File: config.mk
export PLATFORM = sky130hd
export DESIGN_NAME = plc_io_ctrl
export DESIGN_NICKNAME = d
export VERILOG_FILES = /design/src/rtl/plc_io_ctrl.sv
export SDC_FILE = /design/constraint.sdc
export NUM_CORES = 1
export LEC_CHECK = 0
export BUFFER_PORTS_ARGS = -buffer_cell sky130_fd_sc_hd__buf_2
export CAP_MARGIN = 20
export CELL_PAD_IN_SITES_DETAIL_PLACEMENT = 1
export CELL_PAD_IN_SITES_GLOBAL_PLACEMENT = 2
export CORE_UTILIZATION = 30
export CTS_BUF_LIST = sky130_fd_sc_hd__clkbuf_8
export DETAILED_ROUTE_END_ITERATION = 10
export PLACE_DENSITY = 0.65
export SKIP_CTS_REPAIR_TIMING = 1
export SYNTH_ARGS = -nofsm -noshare
export SYNTH_HDL_FRONTEND = slang
export SYNTH_SLANG_ARGS = --single-unit
File: constraint.sdc
create_clock -name clk_in -period 2.35 [get_ports clk_in]
set_clock_uncertainty 0.05 [all_clocks]
set_input_delay 0.47 -clock clk_in [delete_from_list [all_inputs] [get_ports clk_in]]
set_output_delay 0.47 -clock clk_in [all_outputs]
set_load 0.005 [all_outputs]
File: src/rtl/plc_io_ctrl.sv
// PLC I/O controller: debounced digital inputs, register-driven digital outputs,
// analog sample capture with threshold alarms, sticky status flags and a level IRQ.
module plc_io_ctrl #(
  parameter int DCH = 4,
  parameter int ACH = 1,
  parameter int AW  = 16,
  parameter int DEB = 4
) (
  input  logic                clk_in,
  input  logic                rst_in,
  input  logic [3:0]          addr_in,
  input  logic [15:0]         wdata_in,
  input  logic                we_in,
  input  logic                re_in,
  output logic [15:0]         rdata_out,
  output logic                rvalid_out,
  input  logic [DCH-1:0]      din_in,
  output logic [DCH-1:0]      dout_out,
  output logic [DCH-1:0]      doe_out,
  input  logic [ACH*AW-1:0]   ain_in,
  output logic                irq_out
);

  localparam int         NF     = DCH + ACH;
  localparam logic [7:0] DEB_TC = 8'(DEB - 1);

  logic [DCH-1:0] sync1;
  logic [DCH-1:0] sync2;
  logic [DCH-1:0] din_db;
  logic [DCH-1:0] edge_set;
  logic [7:0]     db_cnt [DCH];

  logic [DCH-1:0] dout_r;
  logic [DCH-1:0] dir_r;
  logic [NF-1:0]  stat_r;
  logic [NF-1:0]  ien_r;
  logic [NF-1:0]  stat_clr;
  logic [NF-1:0]  stat_set;

  logic [AW-1:0]  sample_r [ACH];
  logic [AW-1:0]  thr_r    [ACH];
  logic [ACH-1:0] alarm;

  logic [15:0]    rd_mux;
  logic           unused_wdata;

  assign unused_wdata = ^wdata_in;

  // Two-flop synchronizer on every raw pin before any other use
  always_ff @(posedge clk_in or negedge rst_in) begin
    if (!rst_in) begin
      sync1 <= '0;
      sync2 <= '0;
    end else begin
      sync1 <= din_in;
      sync2 <= sync1;
    end
  end

  // A channel flips on the DEB-th consecutive disagreeing cycle
  always_comb begin
    edge_set = '0;
    for (int i = 0; i < DCH; i++) begin
      edge_set[i] = (sync2[i] != din_db[i]) && (db_cnt[i] == DEB_TC);
    end
  end

  always_ff @(posedge clk_in or negedge rst_in) begin
    if (!rst_in) begin
      din_db <= '0;
      for (int i = 0; i < DCH; i++) begin
        db_cnt[i] <= '0;
      end
    end else begin
      for (int i = 0; i < DCH; i++) begin
        if (sync2[i] == din_db[i]) begin
          db_cnt[i] <= '0;
        end else if (edge_set[i]) begin
          din_db[i] <= sync2[i];
          db_cnt[i] <= '0;
        end else begin
          db_cnt[i] <= db_cnt[i] + 8'd1;
        end
      end
    end
  end

  always_ff @(posedge clk_in or negedge rst_in) begin
    if (!rst_in) begin
      for (int k = 0; k < ACH; k++) begin
        sample_r[k] <= '0;
      end
    end else begin
      for (int k = 0; k < ACH; k++) begin
        sample_r[k] <= ain_in[k*AW +: AW];
      end
    end
  end

  always_comb begin
    alarm = '0;
    for (int k = 0; k < ACH; k++) begin
      alarm[k] = (sample_r[k] >= thr_r[k]);
    end
  end

  // Writable configuration registers; bits above each register's width are dropped
  always_ff @(posedge clk_in or negedge rst_in) begin
    if (!rst_in) begin
      dout_r <= '0;
      dir_r  <= '0;
      ien_r  <= '0;
      for (int k = 0; k < ACH; k++) begin
        thr_r[k] <= '1;
      end
    end else if (we_in) begin
      case (addr_in)
        4'd1:    dout_r <= wdata_in[DCH-1:0];
        4'd2:    dir_r  <= wdata_in[DCH-1:0];
        4'd4:    ien_r  <= wdata_in[NF-1:0];
        default: ;
      endcase
      for (int k = 0; k < ACH; k++) begin
        if (addr_in == 4'(9 + k)) begin
          thr_r[k] <= wdata_in[AW-1:0];
        end
      end
    end
  end

  // Sticky flags; a set in the same cycle as a write-1-to-clear takes priority
  assign stat_clr = (we_in && (addr_in == 4'd3)) ? wdata_in[NF-1:0] : '0;
  assign stat_set = {alarm, edge_set};

  always_ff @(posedge clk_in or negedge rst_in) begin
    if (!rst_in) begin
      stat_r  <= '0;
      irq_out <= 1'b0;
    end else begin
      stat_r  <= (stat_r & ~stat_clr) | stat_set;
      irq_out <= |(stat_r & ien_r);
    end
  end

  always_comb begin
    rd_mux = '0;
    case (addr_in)
      4'd0: rd_mux[DCH-1:0] = din_db;
      4'd1: rd_mux[DCH-1:0] = dout_r;
      4'd2: rd_mux[DCH-1:0] = dir_r;
      4'd3: rd_mux[NF-1:0]  = stat_r;
      4'd4: rd_mux[NF-1:0]  = ien_r;
      default: begin
        for (int k = 0; k < ACH; k++) begin
          if (addr_in == 4'(5 + k)) rd_mux[AW-1:0] = sample_r[k];
          if (addr_in == 4'(9 + k)) rd_mux[AW-1:0] = thr_r[k];
        end
      end
    endcase
  end

  // Read data is captured from pre-write register values, so read-during-write sees old data
  always_ff @(posedge clk_in or negedge rst_in) begin
    if (!rst_in) begin
      rdata_out  <= '0;
      rvalid_out <= 1'b0;
    end else if (re_in) begin
      rdata_out  <= rd_mux;
      rvalid_out <= 1'b1;
    end else begin
      rdata_out  <= '0;
      rvalid_out <= 1'b0;
    end
  end

  assign dout_out = dout_r;
  assign doe_out  = dir_r;

endmodule
---- Word level (Yosys, flattened, before mapping) ----
Cells that the tools add are included.
W data, S select, Z words.
cells by class
  order comparisons ....................... 1
  multiplexer cells ....................... 16
  eq/ne operators ......................... 18
  bitwise logic cells ..................... 8
  reductions and logical operators ........ 17
  add/sub/neg operators ................... 4
operators with widths
  operator               number
  $mux W8                8
  $mux W16               3
  $add A8 B1 Y8 const B  4
  $eq A8 B2 Y1 const B   4
  $pmux W4 S5            1
  $ge A16 B16 Y1         1
  $reduce_and A2 Y1      8
  $mux W11               1
  $and A5 B5 Y5          2
  $reduce_or A5 Y1       2
  $eq A4 B2 Y1 const B   2
  $eq A4 B3 Y1 const B   2
  $logic_and A1 B1 Y1    5
  $mux W5                1
  $not A5 Y5             1
  $or A5 B5 Y5           1
  $eq A1 B1 Y1           4
  $eq A4 B1 Y1 const B   1
  $eq A4 B4 Y1 const B   1
  $logic_not A4 Y1       1
  $ne A1 B1 Y1           4
  $not A1 Y1             4
  $pmux W1 S3            1
  $reduce_or A3 Y1       1
  $mux W1                1
word-level totals
  input bits .............................. 44
  flip-flop bits (word level) ............. 112
  output and inout port bits .............. 26
  word-level logic and storage cells ...... 83

---- Logic depth before layout (Yosys ltp) ----
Gate-level depths: netlist (run 1).
  word-level depth ........................ 6
  gate-level depth with buffers ........... 6

---- Least setup slack after synthesis (run 1) ----
Ideal clock, no wire load.
  path type ............................... reg2reg
  start ................................... register thr_r[4] (netlist bit)
  end ..................................... register stat_r[4]
  stages on the path, launching flop included .. 7
  setup slack ............................. 456 ps
  path buffers ............................ 0
  data required time ...................... 2,171 ps
  setup time .............................. 129 ps
  arrival time ............................ 1,715 ps
  path through ............................ dfstp_2 > inv_1 > ha_1 > a211oi_1 > o21ai_0 > a31o_2 > a2111o_1
on the way
  word-level cells in the longest chain between the ends .. 2
ends and longest elaborated chain
  element                           RTL line  source
  start: declaration                41        logic [AW-1:0] thr_r [ACH];
  start signal: indexed assignment  125       thr_r[k] <= wdata_in[AW-1:0];
  $ge A16 B16 Y1                    103       alarm[k] = (sample_r[k] >= thr_r[k]);
  $or A5 B5 Y5                      140       stat_r <= (stat_r & ~stat_clr) | stat_set;
  end signal: assignment            140
  end: declaration                  35        logic [NF-1:0] stat_r;
No other way between the ends.
A chain may end at the register's enable or synchronous reset.

---- Worst setup path in the final report (run 1) ----
Ends and elaborated chain as after synthesis.

==> qor.yml, run 1 <==
routed_wl_um: 11500
layout_commonest_cell: "dfrtp_1"
vias: 3276
via_per_inst: 4.69
grt_max_degree: 48
synth.area.top_cells: "dfrtp_1 49%, dfstp_2 8.6%, mux2_2 6.2%, ha_1 5.1%, xor2_1 4.1%"
die_x_um: 130
synth_edf_count: 0
diodes: 0
synth.avg_cell_area_um2: 12.3
status: "complete, no violations"
slowest_stage: "dfstp_2"
coreArea_um2: 15900
busiest_layer: "met2"
rr_endpoint: "stat_r[4]"
drv_cap: 0
vdd_drop_max_v: 0.000390
final_cell_mix: "96 x dfrtp_1, 68 x buf_2, 44 x nor2_1"
timing.final.ws_setup_ps: 356
yosysTopAreaCell: "dfrtp_1"
place.gp.congestion: 0.753
clkTransAtPathRegs_ps: 100
cts.sinks: 112
hold_depth: 1
max_stage_delay_ps: 550
syn_area_um2: 4910
overflow: 0
cp.arrival_ps: 2220
power.share.combinational_pct: 21.3
setup_viol: 0
post_drt_wl_per_cell_um: 16.5
p_int_uw: 3180
clockPowerShare_pct: 23.1
cp_cell_sequence: "inv_1 > ha_1 > a211oi_1 > o21ai_0 > a31o_2 > a2111o_1"
fin_crit_sh_pct: 84.9
clk_latency_ps: 390
ff2ff_path_depth: 6
power_leakage_uw: 0.00271
worstMarginPinSlew_ps: 510
switchingPower_uw: 1450
clockBufferDepth: 2
final-hold-violation-count: 0
worstPathRequired_ps: 2580
slew_headroom_pct: 65.5
syn_nets: 462
die_area_um2: 16900
hold_class: "input pin to register"
share_seq_of_total_power_pct: 55.6
firstDrtPassIters: 4
grt_pass1_wl_um: 19300
cts_tree: "yes"
numCtsBuffers: 9
use_met2_pct: 24.1
start_util_pct: 30.8
die_h_um: 130
dp.cells: 681
dp_hpwl_um: 8510
postSynthCellCount: 398
synthFlopType: "dfrtp_1"
finalPower_uw: 4630
cts_root_buffer: "clkbuf_8"
io_pins: 70
rsz0062_at_grt: "no"
use_met1_pct: 20.4
htree_levels: 3
r2r_start: "thr_r[4]"
use_met3_pct: 3.85
tns_ps: 0
whs_ps: 127
drc: 0
cp_max_fo: 3
hp-start: "ain_in[15]"
yosys_register_bits: 112
power_density_nw_per_um2: 808
yosysWarnings: 0
async_flop_share_pct: 100
cp-end-kind: "register"
grt_pass1_vias: 3583
critPathKind: "register to register"
min_to: "sample_r[15]"
finalNonFillerCells: 698
final_layout_size_suffix_gt1_share_pct: 30.5
synth_top_area_share_pct: 48.9
reg2reg_slack_ps: 360
area_growth_pct: 16.7
antenna_found_initial: 0
grt_util_all_layers_pct: 15.2
synth_seq_area_share_pct: 57.5
synthDistinctLibCells: 42
io_buffers: 69
drt.antenna.violating_nets: 0
sw_frac_of_total_pct: 31.3
fin_nets: 541
finalCriticalPeriod_ps: 1990
rows: 46
drtIter0Drc: 147
slew_viol_final: 0
start_kind: "register"
pre_cts_ws_ps: 375
max_clock_freq_mhz: 501
[worst max-delay path: cells and delay by family (launching register included)]
kind | cells | cell delay (ps)
adders and majority gates | 1 | 280
AOI/OAI and AO/OA | 4 | 970
DFF | 1 | 550
buffers and inverters | 1 | 40
[synth_stat cells (2+ instances only)]
master,n
dfrtp_1,96
a22oi_1,12
mux2_2,27
and3_1,12
a22o_1,8
inv_1,18
dfstp_2,16
xnor2_1,5
nor3_1,4
buf_6,2
nand4_1,2
nor2_1,44
mux2_4,10
a21oi_1,7
nand4b_1,2
a32o_1,3
nand3b_1,2
nand2_1,19
nor4_1,2
xor2_1,23
ha_1,20
buf_2,4
o21a_1,2
nor4b_1,3
nand3_1,24
o21ai_0,5
a21boi_1,5
nor2b_1,3
a222oi_1,5
[worst max path at each step]
stage | start | slack, ps | to | cells past startpoint
floorplan | thr_r[4] | 460 | stat_r[4] | 6
global placement | thr_r[4] | 390 | stat_r[4] | 6
detailed placement | thr_r[4] | 380 | stat_r[4] | 6
CTS | thr_r[4] | 340 | stat_r[4] | 6
global route | thr_r[4] | 270 | stat_r[4] | 6
finish | thr_r[4] | 360 | stat_r[4] | 6
[registers in the layout, indices dropped and copies added, names as in the netlist]
signal	flops
db_cnt	32
rdata_out	16
sample_r	16
thr_r	16
ien_r	5
stat_r	5
din_db	4
doe_out	4
dout_out	4
sync1	4
sync2	4
irq_out	1
rvalid_out	1
[power by group through the flow]
stage | Combinational [uW] | Clock, uW | Sequential (uW)
2_1_floorplan | 688 | 0 | 2510
3_3_place_gp | 980 | 0 | 2610
3_5_place_dp | 1010 | 0 | 2620
4_1_cts | 1020 | 1130 | 2580
5_1_grt | 1140 | 1210 | 2630
6_report | 984 | 1070 | 2580
[final cells by class]
type / count / area [um2]
inverters: 18 / 67.6
multi-input cells: 261 / 1970
well taps: 216 / 270
fillers: 1772 / 10200
flip-flops and latches: 112 / 2820
repair buffers: 75 / 420
clock buffers: 10 / 138
clock inverters: 6 / 38.8
[metal layers]
metal,wire [um],up-vias
met5,0,-
met4,142,0
met3,456,10
met2,5440,47
met1,5460,1656
li1,-,1563
[through the flow]
step / util, % / cell area (um2)
after global placement: 34.8 / 5540
final: 35.9 / 5730
after detailed placement: 34.8 / 5540
after global routing: 35.9 / 5730
after CTS: 35.9 / 5720
after floorplan: - / 4910
[cells by family (layout without fill, tap and decap cells)]
family | count (synthesis) | count (layout) | synth area share, %
AO/OA/AOI/OAI | 52 | 52 | 8.08
XOR/XNOR | 28 | 28 | 4.99
adder cells (fa/ha/maj) | 20 | 20 | 5.10
buffers and inverters | 25 | 109 | 2.32
flip-flops | 112 | 112 | 57.5
multiplexers | 37 | 37 | 9.25
AND/OR/NAND/NOR | 124 | 124 | 12.8
No activity file was read; power rests on OpenSTA's default activity.
==> inputs of run 2 (changes only) <==
PLACE_DENSITY = 0.68   (was 0.65)
clock period = 1.7 ns   (was 2.35 ns; I/O delays follow)
==> run 2 against run 1 <==
  * The run now ends with setup timing left
  * Sequential share of layout area decreased by 3.8 points
  * Utilization up 3.0 points
  * Via count up 5.2%
  * Clock-buffer cell count unchanged
  * Non-clock buffer count up 46
  * Design area is 8.4% higher
  * Combinational power grew 65%
  * Routed wire length up 1.9%
  * First-iteration DRC count fell by 0.68%
==> qor.yml, run 2 (same netlist as run 1, synthesis figures left out) <==
largest_reg_flops: 32  # unchanged
die_h_um: 130  # unchanged
io_buffers: 69  # unchanged
dp_hpwl_um: 8590  # +0.96%
clkTransAtPathRegs_ps: 100  # about the same
finalNonFillerCells: 744  # +6.6%
power.share.combinational_pct: 23.6  # +2.3 points
placed_area_um2: 5760  # +3.8%
layout_commonest_cell: "dfrtp_1"
grt_pass1_vias: 3684  # +2.8%
coreArea_um2: 15900  # unchanged
htree_levels: 3  # unchanged
cp-end-kind: "register"
path_delay_family: "compound AO/OA/AOI/OAI gates"
post_drt_wl_per_cell_um: 15.8  # -4.4%
grt_util_all_layers_pct: 14.9  # -0.32 points
numCtsBuffers: 9  # unchanged
diodes: 0  # unchanged
reg2reg_slack_ps: -110  # -460 ps
antenna_found_initial: 0  # unchanged
max_stage_delay_ps: 540  # about the same
critPathKind: "register to register"
whs_ps: 118  # -9.51 ps
io_pins: 70  # unchanged
cp_cell_sequence: "inv_1 > ha_1 > a21oi_1 > o21ai_1 > a31o_2 > a2111o_1"
place.gp.congestion: 0.785  # +4.3%
drv_cap: 0  # unchanged
rr_endpoint: "stat_r[4]"
cts_root_buffer: "clkbuf_8"
grt_max_degree: 33  # -31%
switchingPower_uw: 2010  # +39%
max_clock_freq_mhz: 553  # +10%
r2r_start: "thr_r[6]"
firstDrtPassIters: 4  # unchanged
tns_ps: -109  # -109 ps
slew_headroom_pct: 70.1  # +4.6 points
drtIter0Drc: 146  # -0.68%
finalPower_uw: 6860  # +48%
cp.arrival_ps: 2030  # -190 ps
start_util_pct: 30.8  # unchanged
die_area_um2: 16900  # unchanged
status: "finished, violations left"
power_leakage_uw: 0.00296  # +9.3%
p_int_uw: 4850  # +53%
overflow: 0  # unchanged
fin_crit_sh_pct: 106  # +22 points
slew_viol_final: 0  # unchanged
cts_tree: "yes"
final_cell_mix: "96 x dfrtp_1, 68 x buf_2, 44 x nor2_1"
drt.antenna.violating_nets: 0  # unchanged
vias: 3446  # +5.2%
clk_latency_ps: 380  # about the same
die_x_um: 130  # unchanged
cp.buffers_inverters: 1  # unchanged
grt_pass1_wl_um: 19100  # -0.68%
worstPathRequired_ps: 1920  # -660 ps
dp.cells: 707  # +3.8%
via_per_inst: 4.63  # -1.3%
rows: 46  # unchanged
cts.sinks: 112  # unchanged
hold_class: "input pin to register"
final_layout_size_suffix_gt1_share_pct: 34.5  # +4.0 points
largest_register: "db_cnt"
setup_viol: 1  # +1
timing.final.ws_setup_ps: -109  # -465 ps
cp_max_fo: 2  # -1
critical_path.endpoint: "stat_r[4]"
clockBufferDepth: 2  # unchanged
routed_wl_um: 11700  # +1.9%
share_seq_of_total_power_pct: 51.2  # -4.4 points
critical_path_depth: 6  # unchanged
worstMarginPinSlew_ps: 449  # -61.3 ps
finalCriticalPeriod_ps: 1810  # -185 ps
rsz0062_at_grt: "yes"
final-hold-violation-count: 0  # unchanged
startpoint: "thr_r[6]"
fin_area_um2: 6210  # +8.4%
start_kind: "register"
fin_nets: 587  # +8.5%
sw_frac_of_total_pct: 29.3  # -2.0 points
clockPowerShare_pct: 25.2  # +2.1 points
slowest_stage: "dfstp_2"
drc: 0  # unchanged
ff2ff_path_depth: 6  # unchanged
power_density_nw_per_um2: 1100  # +37%
vdd_drop_max_v: 0.000557  # +43%
failed_checks: "setup timing"
area_growth_pct: 26.6
[run 2: cell type report]
class	instances	area, um2
Tap cell	216	270
Inverter	18	67.6
Clock buffer	10	138
Timing Repair Buffer	121	816
Fill cell	1799	9730
Multi-Input combinational cell	261	2020
Clock inverter	6	77.6
Sequential cell	112	2820
[run 2: through the flow]
stage                     util [%]  setup WS [ps]
after floorplan                  -          -42.5
after global placement        36.1           -104
after detailed placement      36.1           -156
after CTS                     37.5           -169
after global routing          39.0           -178
final                         39.0           -109
[run 2: metal layers]
metal | track usage, % | vias to the layer above | share of wire, %
met1 | 19.4 | 1725 | 47
met5 | 0 | - | 0
met4 | 3.69 | 0 | 0.99
met2 | 24.9 | 53 | 49
li1 | - | 1662 | -
met3 | 3.61 | 6 | 3.4
[run 2: how the worst min path moves through the flow]
| stage | end | from | slack [ps] | cells after the start |
|---|---|---|---|---|
| 2_1_floorplan | db_cnt[0] | rst_in | -6 | 0 |
| 3_3_place_gp | ien_r[2] | rst_in | 260 | 1 |
| 3_5_place_dp | ien_r[2] | rst_in | 260 | 1 |
| 4_1_cts | dout_out[2] | rst_in | -170 | 1 |
| 5_1_grt | rvalid_out | re_in | 90 | 1 |
| 6_report | rvalid_out | re_in | 120 | 1 |
[run 2: power by group through the flow]
stage | Combinational, uW | Clock (uW) | Sequential (uW)
after floorplan | 969 | 0 | 3470
after global placement | 1530 | 0 | 3550
after detailed placement | 1580 | 0 | 3560
after CTS | 1590 | 1810 | 3520
after global routing | 1830 | 1920 | 3580
final | 1620 | 1730 | 3510
==> inputs of run 3 (changes only) <==
GPL_TIMING_DRIVEN = 0   (was not set)
==> run 3 against run 2 <==
  * The run still ends with setup timing left
  * Clock power is 8% lower
  * Global-route usage is 0.15 points lower
  * Die area stayed put
  * Highest routed layer unchanged
  * Clock-buffer cell count is 1 lower
  * Design area is 2.7% lower
  * Via count is 2.1% lower
  * Routed wire length is 1.3% lower
  * Sequential cell count stayed put
  * Register-to-register slack hardly changed
  * Sequential power hardly changed
  * Worst setup slack worse by 4.3 ps
  * First-iteration DRC count is 50% higher
==> qor.yml, run 3 (same netlist as run 1, synthesis figures left out) <==
cp-end-kind: "register"
failed_checks: "setup timing"
drtIter0Drc: 219  # +50%
grt_pass1_wl_um: 18800  # -1.6%
via_per_inst: 4.67  # +0.89%
cts.sinks: 112  # unchanged
rr_endpoint: "stat_r[4]"
r2r_start: "thr_r[4]"
clockBufferDepth: 2  # unchanged
final_cell_mix: "96 x dfrtp_1, 72 x buf_2, 44 x nor2_1"
hp-start: "ain_in[14]"
critPathKind: "register to register"
hold_class: "input pin to register"
fin_util_pct: 37.9  # -1.1 points
cp_max_fo: 2  # unchanged
finalPower_uw: 6640  # -3.3%
cts_root_buffer: "clkbuf_8"
antenna_found_initial: 0  # unchanged
drt.antenna.violating_nets: 0  # unchanged
grt_util_all_layers_pct: 14.8  # -0.15 points
rows: 46  # unchanged
min_to: "sample_r[14]"
fin_crit_sh_pct: 107  # +0.26 points
clk_latency_ps: 390  # about the same
final-hold-violation-count: 0  # unchanged
largest_reg_flops: 32  # unchanged
drc: 0  # unchanged
drv_cap: 0  # unchanged
numCtsBuffers: 9  # unchanged
overflow: 0  # unchanged
htree_levels: 3  # unchanged
routed_wl_um: 11600  # -1.3%
grt_max_degree: 88  # +170%
die_x_um: 130  # unchanged
ff2ff_path_depth: 6  # unchanged
fin_nets: 565  # -3.7%
firstDrtPassIters: 4  # unchanged
post_drt_wl_per_cell_um: 16.0  # +1.8%
max_clock_freq_mhz: 552  # -0.24%
place.gp.congestion: 0.802  # +2.1%
finalCriticalPeriod_ps: 1810  # +4.34 ps
slew_viol_final: 0  # unchanged
io_buffers: 69  # unchanged
rsz0062_at_grt: "yes"
vias: 3374  # -2.1%
largest_register: "db_cnt"
start_kind: "register"
hold_depth: 1  # unchanged
start_util_pct: 30.8  # unchanged
reg2reg_slack_ps: -110  # about the same
dp_hpwl_um: 8080  # -5.9%
power_leakage_uw: 0.00284  # -4.1%
cp.arrival_ps: 2040  # about the same
vdd_drop_max_v: 0.000352  # -37%
cts_tree: "yes"
grt_pass1_vias: 3467  # -5.9%
status: "finished, violations left"
area_growth_pct: 23.1
setup_viol: 1  # unchanged
clkTransAtPathRegs_ps: 100  # about the same
layout_commonest_cell: "dfrtp_1"
coreArea_um2: 15900  # unchanged
die_area_um2: 16900  # unchanged
io_pins: 70  # unchanged
power_density_nw_per_um2: 1100  # -0.55%
worstPathRequired_ps: 1930  # about the same
worstMarginPinSlew_ps: 533  # +84.5 ps
die_h_um: 130  # unchanged
slew_headroom_pct: 64.3  # -5.8 points
final_layout_size_suffix_gt1_share_pct: 33.2  # -1.3 points
timing.final.ws_setup_ps: -113  # -4.34 ps
diodes: 0  # unchanged
-- run 3: how the worst max path moves through the flow --
stage                          to  slack [ps]        from  depth (start not counted)
finish                  stat_r[4]        -110    thr_r[4]                          6
detailed placement  rdata_out[11]        -390  addr_in[1]                          6
global placement     rdata_out[9]       -1150      rst_in                          1
floorplan               stat_r[4]         -40    thr_r[4]                          6
global route            stat_r[4]        -160    thr_r[4]                          6
CTS                     stat_r[4]        -160    thr_r[2]                          6
-- run 3: through the flow --
stage	TNS (ps)	instance area, um2	hold slack [ps]	setup WS [ps]	std cells
CTS	-1380	5760	-275	-157	700
global placement	-122960	5540	287	-1150	683
global route	-197	6040	0.445	-160	722
floorplan	-42.5	4930	-5.59	-42.5	398
finish	-113	6040	15.1	-113	722
detailed placement	-6170	5580	174	-389	684
-- run 3: layout make-up --
type,instances,area [um2]
Buffer,7,47.5
Clock buffer,9,124
Clock inverter,7,63.8
Fill cell,1784,9900
Inverter,18,67.6
Multi-Input combinational cell,261,2060
Sequential cell,112,2820
Tap cell,216,270
Timing Repair Buffer,92,592
-- run 3: metal layers --
layer  global-route usage (%)  vias to the layer above  share of wire (%)
met4                     6.77                        0                1.8
met1                     20.3                     1708                 48
li1                         -                     1612                  -
met3                     2.17                       12                2.1
met5                        0                        -                  0
met2                     23.1                       42                 48
-- run 3: critical path: stages, from the launching register on --
cell      delay (ps)
dfstp_2          550
inv_2             40
ha_4             230
a211oi_2         160
o21ai_1           90
a31o_2           220
a2111o_1         360
-- run 3: where the power goes --
| group | internal [uW] | total [uW] | switching, uW |
|---|---|---|---|
| clock network | 673 | 1600 | 925 |
| registers | 3140 | 3520 | 379 |
| logic | 779 | 1510 | 736 |
